$ cat config.mk
export PLATFORM = sky130hd
export DESIGN_NAME = tt_prog_counter
export DESIGN_NICKNAME = d
export VERILOG_FILES = /design/src/rtl/tt_prog_counter_pkg.sv /design/src/rtl/tt_serial_rx.sv /design/src/rtl/tt_prog_counter.sv
export SDC_FILE = /design/constraint.sdc
export NUM_CORES = 1
export LEC_CHECK = 0
export BUFFER_PORTS_ARGS = -buffer_cell sky130_fd_sc_hd__buf_2
export CORE_MARGIN = 2
export CORE_UTILIZATION = 55
export CTS_CLUSTER_DIAMETER = 120
export DETAILED_ROUTE_END_ITERATION = 8
export GPL_TIMING_DRIVEN = 1
export PLACE_DENSITY = 0.81
export SLEW_MARGIN = 0
export SYNTH_ARGS = -nofsm -noshare
export SYNTH_HDL_FRONTEND = slang
export SYNTH_SLANG_ARGS = --single-unit
$ cat constraint.sdc
create_clock -name clk -period 2.05 [get_ports clk]
set_input_delay 0.1025 -clock clk [delete_from_list [all_inputs] [get_ports clk]]
set_output_delay 0.1025 -clock clk [all_outputs]
set_load 0.005 [all_outputs]
$ cat src/rtl/tt_prog_counter_pkg.sv
// -----------------------------------------------------------------------------
// tt_prog_counter_pkg
// Shared definitions for the serial-programmable up/down counter.
//   clog2()    : bit-count register width for a given counter width
//   MODE_WRAP  : sat_mode value selecting wrap-around at the boundaries
//   MODE_SAT   : sat_mode value selecting saturation at the boundaries
// -----------------------------------------------------------------------------
package tt_prog_counter_pkg;

    localparam logic MODE_WRAP = 1'b0;
    localparam logic MODE_SAT  = 1'b1;

    // Number of bits needed to index 0..value-1 (value >= 2).
    function automatic int clog2(input int value);
        int r;
        int v;
        r = 0;
        v = value - 1;
        while (v > 0) begin
            r = r + 1;
            v = v >> 1;
        end
        return r;
    endfunction

endpackage

$ cat src/rtl/tt_serial_rx.sv
// -----------------------------------------------------------------------------
// tt_serial_rx
// Oversampled two-wire serial receiver. sclk/sdi are synchronised into clk,
// a rising sclk shifts sdi into the shadow register LSB first, and a
// one-cycle shift_done pulse follows every WIDTH-th shift.
// Ports:
//   clk, rst    : system clock, synchronous active-high reset
//   sclk, sdi   : asynchronous serial clock / data
//   shadow      : received word (registered)
//   shift_done  : registered pulse, one cycle after the WIDTH-th shift
// -----------------------------------------------------------------------------
module tt_serial_rx
    import tt_prog_counter_pkg::*;
#(
    parameter int WIDTH       = 8,
    parameter int SYNC_STAGES = 2
) (
    input  logic             clk,
    input  logic             rst,
    input  logic             sclk,
    input  logic             sdi,
    output logic [WIDTH-1:0] shadow,
    output logic             shift_done
);

    localparam int CNT_W = clog2(WIDTH);
    localparam logic [CNT_W-1:0] LAST_BIT = CNT_W'(WIDTH - 1);

    logic [SYNC_STAGES-1:0] r_sclk_sync;
    logic [SYNC_STAGES-1:0] r_sdi_sync;
    logic                   r_sclk_prev;
    logic [WIDTH-1:0]       r_shadow;
    logic [CNT_W-1:0]       r_bit_cnt;
    logic                   r_shift_done;

    logic w_sclk_s;
    logic w_sdi_s;
    logic w_sclk_rise;

    assign w_sclk_s    = r_sclk_sync[SYNC_STAGES-1];
    assign w_sdi_s     = r_sdi_sync[SYNC_STAGES-1];
    assign w_sclk_rise = w_sclk_s & ~r_sclk_prev;

    always_ff @(posedge clk) begin
        if (rst) begin
            r_sclk_sync  <= '0;
            r_sdi_sync   <= '0;
            r_sclk_prev  <= 1'b0;
            r_shadow     <= '0;
            r_bit_cnt    <= '0;
            r_shift_done <= 1'b0;
        end else begin
            // sdi goes through the same depth as sclk so data and its
            // strobe stay aligned after synchronisation.
            r_sclk_sync  <= {r_sclk_sync[SYNC_STAGES-2:0], sclk};
            r_sdi_sync   <= {r_sdi_sync[SYNC_STAGES-2:0], sdi};
            r_sclk_prev  <= w_sclk_s;
            r_shift_done <= 1'b0;
            if (w_sclk_rise) begin
                r_shadow <= {w_sdi_s, r_shadow[WIDTH-1:1]};
                if (r_bit_cnt == LAST_BIT) begin
                    r_bit_cnt    <= '0;
                    r_shift_done <= 1'b1;
                end else begin
                    r_bit_cnt <= r_bit_cnt + CNT_W'(1);
                end
            end
        end
    end

    assign shadow     = r_shadow;
    assign shift_done = r_shift_done;

endmodule

$ cat src/rtl/tt_prog_counter.sv
// -----------------------------------------------------------------------------
// tt_prog_counter
// WIDTH-bit up/down counter loaded from a serially programmed shadow register.
// Ports:
//   clk, rst    : system clock, synchronous active-high reset
//   ena         : tile enable, gates the counter only (not the serial link)
//   load        : copy shadow register into the counter
//   en, up      : count enable and direction (1 = increment)
//   sat_mode    : MODE_WRAP / MODE_SAT behaviour at the boundaries
//   sclk, sdi   : asynchronous serial programming link
//   oe          : output enable for count
//   count       : oe ? internal count : 0
//   tc          : registered terminal-count pulse
//   shift_done  : registered pulse when a full word has been received
// -----------------------------------------------------------------------------
module tt_prog_counter
    import tt_prog_counter_pkg::*;
#(
    parameter int WIDTH       = 8,
    parameter int SYNC_STAGES = 2
) (
    input  logic             clk,
    input  logic             rst,
    input  logic             ena,
    input  logic             load,
    input  logic             en,
    input  logic             up,
    input  logic             sat_mode,
    input  logic             sclk,
    input  logic             sdi,
    input  logic             oe,
    output logic [WIDTH-1:0] count,
    output logic             tc,
    output logic             shift_done
);

    logic [WIDTH-1:0] r_count;
    logic             r_tc;
    logic [WIDTH-1:0] w_shadow;
    logic [WIDTH-1:0] w_count_next;
    logic             w_step;
    logic             w_at_bound;

    tt_serial_rx #(
        .WIDTH       (WIDTH),
        .SYNC_STAGES (SYNC_STAGES)
    ) u_serial_rx (
        .clk        (clk),
        .rst        (rst),
        .sclk       (sclk),
        .sdi        (sdi),
        .shadow     (w_shadow),
        .shift_done (shift_done)
    );

    assign w_step     = ena & ~load & en;
    assign w_at_bound = up ? (&r_count) : (r_count == '0);

    always_comb begin
        w_count_next = r_count;
        if (ena) begin
            if (load) begin
                // Shadow is a register, so this is its value before any
                // shift happening on the same edge.
                w_count_next = w_shadow;
            end else if (en) begin
                if (!(w_at_bound && sat_mode == MODE_SAT)) begin
                    // Plain modular arithmetic gives the wrap behaviour.
                    w_count_next = up ? r_count + WIDTH'(1) : r_count - WIDTH'(1);
                end
            end
        end
    end

    always_ff @(posedge clk) begin
        if (rst) begin
            r_count <= '0;
            r_tc    <= 1'b0;
        end else begin
            r_count <= w_count_next;
            r_tc    <= w_step & w_at_bound;
        end
    end

    assign count = oe ? r_count : '0;
    assign tc    = r_tc;

endmodule

# After elaboration in Yosys (flattened, before gate mapping)
# Cells that the tools add are included.
[op_classes]
add_sub_neg = 3
n_eq_ne = 2
n_mux = 8
bitwise = 7
reduce_logical = 6
[ops]
columns = ["cell", "n"]
rows = [
  ["$mux 8", 5],
  ["$add 8x1->8 const B", 1],
  ["$logic_not 8->1", 1],
  ["$reduce_and 8->1", 1],
  ["$sub 8x1->8 const B", 1],
  ["$and 1x1->1", 4],
  ["$add 3x1->3 const B", 1],
  ["$eq 3x3->1 const B", 1],
  ["$mux 3", 1],
  ["$not 1->1", 3],
  ["$reduce_and 3->1", 1],
  ["$mux 1", 2],
  ["$ne 2x2->1 const B", 1],
  ["$reduce_bool 2->1", 1],
  ["$reduce_or 2->1", 1],
  ["$logic_and 1x1->1", 1],
]
[totals]
regBits = 26
in_bits = 10
out_inout_bits = 10
word_cells = 34

# Longest topological paths before layout
[logic_depth]
depth_word = 6
ltp_mapped = 7
depth_no_buf = 7

# By module
# Synthesis repeated with hierarchy kept, for this count alone.
[unflattened]
hier_cells = 168
area_unflattened_um2 = 1387.6
[by_module_without_submodules]
columns = ["mod", "instances", "cells_each", "area_per_inst_um2", "seq_area_each_um2"]
rows = [
  ["tt_prog_counter", 1, 105, 809.5, 180.2],
  ["tt_serial_rx", 1, 63, 578.1, 340.3],
]

# Worst setup path before layout
# Ideal clock, no wire load.
[synth_path]
path_type = "register to register"
from = "reg r_count[0]"
to = "reg r_count[6]"
setup_time_ps = 141
arrival_ps = 1533
required_ps = 1909
path_slack_ps = 376
path_stages_with_launch = 7
n_path_buf = 0
period_less_slack_ps = 1674
cell_sequence = "dfxtp_1 fa_1 a211oi_1 nor2_1 nor2_1 mux2i_1 a311oi_2"
[synth_between]
elab_chain_cells = 5
word_cells_on_any_way = 12
[synth_rtl]
columns = ["element", "line", "text"]
rows = [
  ["from (decl)", "tt_prog_counter.sv:37", "logic [WIDTH-1:0] r_count;"],
  ["from (signal assigned)", "tt_prog_counter.sv:80", "r_count <= w_count_next;"],
  ["$sub 8x1->8 (tied with other cells)", "tt_prog_counter.sv:69", "w_count_next = up ? r_count + WIDTH'(1) : r_count - WIDTH'(1);"],
  ["$mux 8 / $mux 1 (equally long branches)", "tt_prog_counter.sv:69, tt_prog_counter.sv:57", ""],
  ["$mux 8 / $logic_and 1x1->1 (equally long branches)", "tt_prog_counter.sv:67", "if (!(w_at_bound && sat_mode == MODE_SAT)) begin"],
  ["$mux 8 / $ne 2x2->1 (equally long branches)", "--", ""],
  ["$mux 8 / $reduce_and 3->1 (equally long branches)", "--", ""],
]
# Several ways; a longest one is shown, not always the timed one. The select of a mux whose other input is x is not followed.
# A chain may end at the register's enable or synchronous reset.

# Worst setup path after layout
# Ends and elaborated chain as after synthesis.

==> qor.yml <==
synthesis.nets: 188
wire_per_inst_um: 14.3
synth_area_per_cell_um2: 8.65
setup_tns_ns: 0
yosysSeqAreaShare: 0.356
crit_type: "reg2reg"
dp_cells: 211
dr.pass1.iters: 4
peakVddDrop_uv: 1070
antenna_found_initial: 0
clock_tree.buffer_depth: 2
die_h_um: 55.6
yosysUniqueCellTypes: 38
slew_violations: 0
status: "finished clean"
p_leak_uw: 0.000677
track_usage: 0.205
period_share: 0.912
grt_pass1_vias: 1153
min_path_type: "in2reg"
worst_slew_pin_slew_ns: 0.692
drcViolationCount: 0
netlist_instances: 169
finClkSkew_ns: 0.0182
layout_min_cycle_time_ns: 1.87
ys_ff_latch: 26
fillerInstances: 219
num_vias: 1252
initial_core_util: 0.585
grt_first_pass_wirelength_um: 5130
cts_buffers: 3
synth_enable_flop_cells: 0
arrival_ns: 2.10
worst_setup_path_start_kind: "register"
hold_buffers: 2
die_w_um: 55.6
synthFlopType: "dfxtp_1"
drtAntennaViolNets: 0
rows: 18
grt_setup_unrepaired: "no"
power_uw: 1150
ff_latch_area_um2: 520
clk-insertion-delay-late_ns: 0.33
max_freq_mhz: 535
final_cells: 217
routed_via_density: 5.77
diodes: 0
setup_viol: 0
cts_tree: "done"
placed_area_um2: 1560
gp_congestion: 0.895
port_buffers: 19
grt.overflow.total: 0
path_max_fanout: 8
drt_iter0_markers: 36
ioPinCount: 20
power.density_nw_per_um2: 704
die_area_um2: 3090
synth_top_cell_by_area: "dfxtp_1"
routed_wl_um: 3100
core_um2: 2500
syn_area_um2: 1460
cts_root_buffer: "clkbuf_4"
drv_cap: 0
dp_slack_ns: 0.216
synth_area_leaders: "dfxtp_1, a21oi_1, nand2_1, ha_1, a211oi_2"
hold_viol: 0
clk_pin_slew_ns: 0.15
synth.top_cell.area_share: 0.356
final_area_um2: 1630
ys_async_sr_fraction: 0
hpwl_um: 2280
htreeDepth: 1
syn2layout_area_growth_pct: 11.7
fin_nets: 207
ys_warn_count: 0
crit_required_ns: 2.28
layout_setup_ws_ns: 0.180
multi_input_area_um2: 897
ctsResizeCount: 0
post-cts-setup-buffers: 0
cts.sinks: 26
drive_gt1_frac: 0.193
grt_max_degree: 27
cp-end-kind: "register"
slew_headroom: 0.538
-- cell usage after synthesis (all sizes together), types with 4 or more instances --
cell type,number
a21oi,23
nand2,27
nor2b,6
ha,8
o21ai,5
nor2,8
a211oi,7
clkbuf,5
nor3,4
nand2b,4
dfxtp,26
nor4,4
mux2i,5
and2,9
-- state kept, by name (all words and copies together) (netlist names) --
signal                   count
u_serial_rx.r_sclk_prev      1
u_serial_rx.shift_done       1
tc                           1
u_serial_rx.r_sclk_sync      2
r_count                      8
u_serial_rx.r_bit_cnt        3
u_serial_rx.r_sdi_sync       2
u_serial_rx.shadow           8
-- per-layer routing --
metal,track usage,share of wire,up-vias,wire length (um)
met4,0.0523,0.010,0,31
li1,-,-,640,-
met3,0.0465,0.037,4,115
met1,0.263,0.44,587,1360
met2,0.349,0.51,21,1590
met5,0,0,-,0
-- final cells by class --
type | instances | share of cell area
clock buffer | 3 | 0.0138
clock inverter | 1 | 0.0184
tap | 30 | 0.0230
multi-input combinational | 133 | 0.549
timing repair buffer | 21 | 0.0704
sequential | 26 | 0.319
inverter | 3 | 0.00689
-- cell families after synthesis --
logic type | count (synthesis) | synth area share
simple gates | 69 | 0.249
buf+inv | 10 | 0.0308
fa+ha+maj | 9 | 0.0821
mux | 5 | 0.0342
xor+xnor | 5 | 0.0299
flops | 26 | 0.356
compound gates | 45 | 0.218
-- cells in the final DEF (no fill, tap or decap), types with 2 or more instances in the layout --
cell and n:
buf_2 19, a211oi_2 4, and2_1 7, nand2b_1 4
ha_1 8, mux2i_1 5, dfxtp_1 26, nor2b_1 6
a21oi_1 23, o31ai_1 2, nand2_1 27, xnor2_1 3
clkbuf_4 3, nand3_1 2, inv_1 3, dlygate4sd3_1 2
nor3b_1 3, a211oi_1 3, nor4_1 3, xor2_1 2
nor2_1 8, o21ai_0 4, nor3_1 4
-- final timing paths --
check	to	cells after the start	slack, ns	startpoint
max	r_count[6]	5	0.18	r_count[0]
min	tc	3	0.04	en
max reg2reg	r_count[6]	5	0.18	r_count[0]
min reg2reg	u_serial_rx.r_sdi_sync[1]	1	0.44	u_serial_rx.r_sdi_sync[0]
-- worst max-delay path, stage by stage, from the launching register on --
cell      delay (ns)
dfxtp_1         0.53
nand4_1         0.24
nor4_4          0.41
o21ai_4         0.17
and2_4          0.23
a311oi_2        0.20
-- metrics by stage --
stage | hold slack (ns) | utilization
2_1_floorplan | 0.231 | -
3_3_place_gp | 0.309 | 0.625
3_5_place_dp | 0.316 | 0.625
4_1_cts | 0.0392 | 0.654
5_1_grt | 0.0170 | 0.654
6_report | 0.0431 | 0.654
-- report_power, final --
| group | switching, uW | internal [uW] |
|---|---|---|
| clock network | 155 | 198 |
| logic | 136 | 111 |
| registers | 24.9 | 526 |
| total | 315 | 835 |
Power figures use the tool's default switching activity.
